File: src/rtl/systolic_n_body_2x2_scheduler.sv
// Timestep sequencer for the 2x2 systolic n-body array: CLEAR -> FEED -> DRAIN -> INTEG per step.
// Optional run abort (abort/aborted ports) is compiled in with `define SNBODY_SCHED_ABORT_EN.
module systolic_n_body_2x2_scheduler #(
    parameter int N_BODIES  = 2,
    parameter int ARRAY_DIM = 2,
    parameter int PIPE_LAT  = 2,
    parameter int STEP_W    = 16,
    parameter int CW        = 3
) (
    input  logic              clk,
    input  logic              reset,
    input  logic              start,
    input  logic [STEP_W-1:0] num_steps,
    input  logic              stall,
`ifdef SNBODY_SCHED_ABORT_EN
    input  logic              abort,
    output logic              aborted,
`endif
    output logic              cell_reset,
    output logic              feed_en,
    output logic [CW-1:0]     feed_cycle,
    output logic              integ_en,
    output logic [CW-1:0]     integ_body,
    output logic              busy,
    output logic              done,
    output logic [STEP_W-1:0] step_cnt
);

    localparam logic [CW-1:0] FEED_LAST  = CW'(2*ARRAY_DIM-2);
    localparam logic [CW-1:0] DRAIN_LAST = CW'(PIPE_LAT-1);
    localparam logic [CW-1:0] INTEG_LAST = CW'(N_BODIES-1);

    typedef enum logic [2:0] {
        S_IDLE,
        S_CLEAR,
        S_FEED,
        S_DRAIN,
        S_INTEG,
        S_DONE
    } state_t;

    state_t            state_reg, state_next;
    logic [CW-1:0]     phase_reg, phase_next;
    logic [STEP_W-1:0] step_reg, step_next;
    logic [STEP_W-1:0] nsteps_reg, nsteps_next;
    logic [STEP_W-1:0] step_inc;
    logic              busy_state;
    logic              abort_req;
    logic              abort_hit;

`ifdef SNBODY_SCHED_ABORT_EN
    logic aborted_reg;

    assign abort_req = abort;
    assign aborted   = aborted_reg;

    always_ff @(posedge clk) begin
        if (reset) begin
            aborted_reg <= 1'b0;
        end else begin
            aborted_reg <= abort_hit;
        end
    end
`else
    assign abort_req = 1'b0;
`endif

    assign step_inc   = step_reg + STEP_W'(1);
    assign busy_state = (state_reg == S_CLEAR) || (state_reg == S_FEED) ||
                        (state_reg == S_DRAIN) || (state_reg == S_INTEG);

    always_ff @(posedge clk) begin
        if (reset) begin
            state_reg  <= S_IDLE;
            phase_reg  <= '0;
            step_reg   <= '0;
            nsteps_reg <= '0;
        end else begin
            state_reg  <= state_next;
            phase_reg  <= phase_next;
            step_reg   <= step_next;
            nsteps_reg <= nsteps_next;
        end
    end

    // A stalled busy cycle leaves every register untouched, so the same slot is replayed.
    always_comb begin
        state_next  = state_reg;
        phase_next  = phase_reg;
        step_next   = step_reg;
        nsteps_next = nsteps_reg;
        abort_hit   = 1'b0;
        case (state_reg)
            S_IDLE: begin
                if (start) begin
                    nsteps_next = num_steps;
                    step_next   = '0;
                    phase_next  = '0;
                    state_next  = (num_steps == '0) ? S_DONE : S_CLEAR;
                end
            end
            S_CLEAR: begin
                if (!stall) begin
                    state_next = S_FEED;
                    phase_next = '0;
                end
            end
            S_FEED: begin
                if (!stall) begin
                    if (phase_reg == FEED_LAST) begin
                        state_next = S_DRAIN;
                        phase_next = '0;
                    end else begin
                        phase_next = phase_reg + CW'(1);
                    end
                end
            end
            S_DRAIN: begin
                if (!stall) begin
                    if (phase_reg == DRAIN_LAST) begin
                        state_next = S_INTEG;
                        phase_next = '0;
                    end else begin
                        phase_next = phase_reg + CW'(1);
                    end
                end
            end
            S_INTEG: begin
                if (!stall) begin
                    if (phase_reg == INTEG_LAST) begin
                        step_next  = step_inc;
                        phase_next = '0;
                        state_next = (step_inc == nsteps_reg) ? S_DONE : S_CLEAR;
                    end else begin
                        phase_next = phase_reg + CW'(1);
                    end
                end
            end
            S_DONE: begin
                state_next = S_IDLE;
                phase_next = '0;
            end
            default: begin
                state_next = S_IDLE;
                phase_next = '0;
            end
        endcase

        // Abort outranks stall and discards the partially completed step.
        if (busy_state && abort_req) begin
            state_next = S_DONE;
            phase_next = '0;
            step_next  = step_reg;
            abort_hit  = 1'b1;
        end
    end

    assign busy       = busy_state;
    assign done       = (state_reg == S_DONE);
    assign cell_reset = (state_reg == S_CLEAR) && !stall;
    assign feed_en    = (state_reg == S_FEED) && !stall;
    assign integ_en   = (state_reg == S_INTEG) && !stall;
    assign feed_cycle = (state_reg == S_FEED) ? phase_reg : '0;
    assign integ_body = (state_reg == S_INTEG) ? phase_reg : '0;
    assign step_cnt   = step_reg;

endmodule

File: config.mk
export PLATFORM = sky130hd
export DESIGN_NAME = systolic_n_body_2x2_scheduler
export DESIGN_NICKNAME = d
export VERILOG_FILES = /design/src/rtl/systolic_n_body_2x2_scheduler.sv
export SDC_FILE = /design/constraint.sdc
export NUM_CORES = 1
export LEC_CHECK = 0
export ABC_AREA = 1
export CORE_MARGIN = 5
export CORE_UTILIZATION = 48
export DETAILED_ROUTE_END_ITERATION = 16
export PLACE_DENSITY = 0.83
export REMOVE_ABC_BUFFERS = 1
export SLEW_MARGIN = 40
export SYNTH_ARGS = -nofsm -noshare
export SYNTH_HDL_FRONTEND = slang
export SYNTH_SLANG_ARGS = --single-unit
File: constraint.sdc
create_clock -name clk -period 2 [get_ports clk]
set_input_delay 0.4 -clock clk [delete_from_list [all_inputs] [get_ports clk]]
set_output_delay 0.4 -clock clk [all_outputs]
set_load 0.01 [all_outputs]
**After elaboration in Yosys (flattened, before gate mapping)**

Cells that the tools add are included.

- Output and inout bits: 27
- Input port bits: 20
- Logic and storage cells: 62
- Bits in writable memories: 0
- Memories: 0
- ROM bits: 0
- Flip-flop bits (word level): 38
- Bits in latches: 0

- Divide/modulo/power cells: 0
- $add $sub $neg: 2
- Multipliers: 0
- Reductions and logical operators: 15
- Shift operators: 0
- Bitwise operators: 0
- Equal/unequal tests: 17
- Mux-type cells: 24
- Magnitude comparators: 0

Operators by type and width:

| cell | count |
|---|---|
| $mux W3 | 18 |
| $mux W16 | 3 |
| $pmux W16 S2 | 1 |
| $add A16 B1 Y16 const B | 1 |
| $eq A16 B16 Y1 | 1 |
| $logic_not A16 Y1 | 1 |
| $pmux W3 S5 | 1 |
| $ne A2 B2 Y1 const B | 7 |
| $pmux W3 S4 | 1 |
| $eq A3 B2 Y1 const B | 3 |
| $reduce_and A4 Y1 | 2 |
| $reduce_and A8 Y1 | 1 |
| $eq A3 B1 Y1 const B | 2 |
| $eq A3 B3 Y1 const B | 2 |
| $ne A2 B1 Y1 const B | 2 |
| $add A3 B1 Y3 const B | 1 |
| $logic_and A1 B1 Y1 | 3 |
| $logic_not A3 Y1 | 1 |
| $logic_or A1 B1 Y1 | 3 |
| $reduce_and A2 Y1 | 1 |
| $reduce_bool A2 Y1 | 1 |
| $reduce_or A2 Y1 | 1 |
| $logic_not A1 Y1 | 1 |

**Logic depth before layout (Yosys ltp)**

- Word-level depth: 6
- Mapped depth: 15
- Mapped depth without buffers: 15

**Worst setup path before layout**

Ideal clock, no wire load.

- Kind: reg2reg
- Start: register step_reg[0] (netlist: step_cnt[0])
- End: register state_reg[2]
- Library setup time: 0.114 ns
- Path slack: 0.203 ns
- Path buffers: 0
- Period minus slack after synthesis: 1.797 ns
- Stages on the path, launching flop included: 13
- Arrival time: 1.684 ns
- Cell sequence: dfxtp_1 > ha_1 > nand2_1 > nor2_2 > nand2_1 > nor2_1 > xnor3_1 > nand2_1 > nor2_1 > nand2_1 > nand2_1 > nand2_1 > a21oi_2

- Word-level cells in the longest chain between the ends: 6

Ends and longest elaborated chain:

| item | RTL line | RTL |
|---|---|---|
| start, declared | 44 | `logic [STEP_W-1:0] step_reg, step_next;` |
| start signal, assigned | 81 | `step_reg <= step_next;` |
| $add A16 B1 Y16 | 68 | `assign step_inc = step_reg + STEP_W'(1);` |
| $eq A16 B16 Y1 | 133 | `state_next = (step_inc == nsteps_reg) ? S_DONE : S_CLEAR;` |
| $mux W3 | 133 |  |
| $mux W3 | 130 | `if (phase_reg == INTEG_LAST) begin` |
| $mux W3 | 129 | `if (!stall) begin` |
| $pmux W3 S5 | 93 | `case (state_reg)` |
| end signal, assigned | 79 | `state_reg <= state_next;` |
| end, declared | 42 | `state_t state_reg, state_next;` |

No other way between the ends. The select of a mux whose other input is x is not followed.
A chain may end at the register's enable or synchronous reset.

**Worst setup path after layout**

- Start: register state_reg[2]
- End: register state_reg[1]

- Word-level cells in the longest chain between the ends: 3
- Elaborated cells on any way between the ends: 15
- Those cells by class: eq/ne: 12; mux: 1; reduce/logical: 2

Ends and longest elaborated chain:

| item | RTL line |
|---|---|
| $eq A3 B3 Y1, or another cell as far along | 93 |
| $ne A2 B2 Y1 (no line) / $ne A2 B1 Y1 (equally long branches) | - |
| $reduce_and A8 Y1 (no line) | - |

Several ways; a longest one is shown, not always the timed one.

==> run metrics <==
Initial DRT Pass Iterations=5; Slew Limit Fails=0; CTS tree=yes; final HPWL from detailed placement=4643 um; global route total overflow=0; max_cap viols=0; Least-Margin Pin Slew=761.6 ps; largest net degree at the start of global routing=28; worst path required time=2220 ps; area grow syn2layout=33.35%; initial antenna violation count=0; vias in the first global route=2,457; Initial DRC Count=164; Largest stage delay, worst path=380 ps; Pleak=1.210 nW; Post-layout nets=441; VDD IR max=0.5126 mV; Worst Path Arrival=2200 ps; clk_lat worst skew=290 ps; RSZ-0062 raised after global routing=yes; Worst Slack Setup Final=18.42 ps; final setup fails=0; Peak Freq=504.6 MHz; root buf cell=clkbuf_8; post-synthesis sequential area ratio=0.3260; most frequent cell on the critical path=buf_4; Initial Util=0.4940; Startpoint Class=flip-flop; antenna violation net count after detailed routing=0; final hold viol count=0; WP buf/inv=9; asr flop ratio synth=0; final period utilization=0.9908; I/O pin cnt=47; Slew headroom=0.4917; met2 Use GR=0.3531; CTS Buf Count=5; Mapped Cells=354; crit-path cells=nor3_4, inv_2, buf_4, buf_4, buf_4, buf_4, buf_4, buf_4, buf_4, buf_4, nand2_2, nand2_1, a21oi_1; number of remaining DRC errors=0; final cell count without fillers=487; Top FF cell, synth=dfxtp_1; Die W=79.73 um; Power Dens Cells=752.0 nW/um2; clk_skew=10.21 ps; synth warn=0; post-synthesis cell area=2333 um2; status=finished clean; Period minus WS final=1982 ps; Core Area=4723 um2; slowest cell on the critical path=dfxtp_4; Routed WL=6336 um; final setup TNS=0 ps; first-pass GRT wire length=10,820 um; # hold bufs at CTS=0; clk buf depth=2; Post-synth EDFFs=0; min-delay worst type=reg -> reg; DR vias=2,552; routed vias/inst=5.240; Worst-path clk slew=80 ps; Die Ht=79.73 um; gr usage total=0.2121; Final Wtd Congestion=0.8821; CTS Sinks=38; DP Worst Slack=-49.15 ps; Die Area=6356 um2; WL/cell=13.01 um; synth unique cells=33; peak fanout along the critical path=6; synthesis-stage register bit count=38; syn avg cell area=6.592 um2; n_diodes=0; Port Buffers=46; placed cells=468; global route hottest layer=met2; M1 GR Usage=0.2684; H-tree level count=2; Setup CP Type=reg -> reg; CP top delay family=buffers and inverters; endpoint class of the critical path=flip-flop; row count=25; met3 Usage GRT=0.04966; layout cells sized above 1=0.1667
==> layout by cell type, fill, tap and decap left out, types with 2 or more instances in the layout <==
cell / count
nand2_1: 89
inv_1: 36
clkdlybuf4s50_1: 36
nand3_1: 34
a21oi_1: 34
dfxtp_1: 33
nor2_1: 29
buf_4: 21
o21ai_0: 14
inv_2: 7
nor3_1: 7
nand4_1: 7
dlygate4sd2_1: 7
nor2_4: 6
nand2_2: 6
nor2_2: 6
clkbuf_8: 5
xor2_1: 4
nor4_1: 4
nand3_2: 3
xnor2_1: 3
dfxtp_4: 3
nand2_4: 2
nand3b_1: 2
a21oi_2: 2
o21ai_1: 2
xnor3_1: 2
dfxtp_2: 2
==> synth_stat cells (2+ instances only) <==
library cell  number  area (um2)
inv_1             38       142.6
nand4_1            7       43.79
o21ai_0           14       70.07
nand3_1           35       175.2
nand2_2            4       25.02
nor2_4             3       33.78
nand3_2            2       20.02
clkbuf_1           4       15.01
buf_2              2       10.01
nor3_1             8       40.04
nor4_1             4       25.02
a21oi_2            2       17.52
o21ai_1            2       10.01
xnor2_1            3       26.28
nor2_2             8       50.05
nand2_1           91       341.6
inv_2              6       22.52
dfxtp_1           38       760.7
nand3b_1           2       15.01
nand2_4            2       22.52
nor2_1            30       112.6
xnor3_1            2       45.04
a21oi_1           34       170.2
xor2_1             4       35.03
==> tightest hold or removal path, cell delays in order, from the launching register on <==
cell     delay [ps]
dfxtp_1         320
inv_1            60
a21oi_1          50
==> report_power, final <==
part	leakage (nW)	switching [W]	internal [W]	total (W)
Combinational	0.860	0.000521	0.000366	0.000887
Sequential	0.313	0.0000800	0.000866	0.000946
Clock	0.0373	0.000268	0.000239	0.000507
Total	1.21	0.000869	0.00147	0.00234
==> layer usage <==
layer,routed length [um],part of all wire,vias to the layer above
met2,3000,0.47,107
met1,2756,0.43,1148
met5,0,0,-
met4,133,0.021,0
met3,445,0.070,14
li1,-,-,1283
==> through the flow <==
step / total power [W] / instance area (um2) / hold WS, ps / util
2_1_floorplan: 0.001444 / 2283 / 444.5 / -
6_report: 0.002340 / 3112 / 477.4 / 0.6588
3_5_place_dp: 0.001696 / 2895 / 469.4 / 0.6130
3_3_place_gp: 0.001679 / 2895 / 460.5 / 0.6130
5_1_grt: 0.002501 / 3112 / 501.5 / 0.6588
4_1_cts: 0.002294 / 3064 / 480.1 / 0.6487
==> final timing paths <==
kind	from	endpoint	slack, ps	cells after the start
max	state_reg[2]	state_reg[1]	20	13
min	nsteps_reg[5]	nsteps_reg[5]	480	2
max reg2reg	state_reg[2]	state_reg[1]	20	13
min reg2reg	nsteps_reg[5]	nsteps_reg[5]	480	2
==> repair_timing <==
item | CTS | global route
pin swaps | 1 | 3
gates resized for setup | 17 | 18
buffers inserted | 11 | 1
gates cloned | 0 | 0
endpoints found under the setup margin | 9 | 8
==> cell type report <==
cell class | count | area, um2
clock buffers | 6 | 72.57
clock inverters | 1 | 7.507
fillers | 413 | 1612
inverters | 44 | 167.7
multi-input cells | 264 | 1399
flip-flops and latches | 38 | 774.5
well taps | 67 | 83.83
repair buffers | 67 | 606.8
==> logic make-up (layout without fill, tap and decap cells) <==
kind of cell / Yosys count / in the layout / share of synthesized area
fa+ha+maj: 1 / 1 / 0.005361
xor+xnor: 10 / 10 / 0.05684
simple gates: 198 / 198 / 0.3957
buf+inv: 52 / 118 / 0.09222
flops: 38 / 38 / 0.3260
compound gates: 55 / 55 / 0.1239
Power figures use the tool's default switching activity.
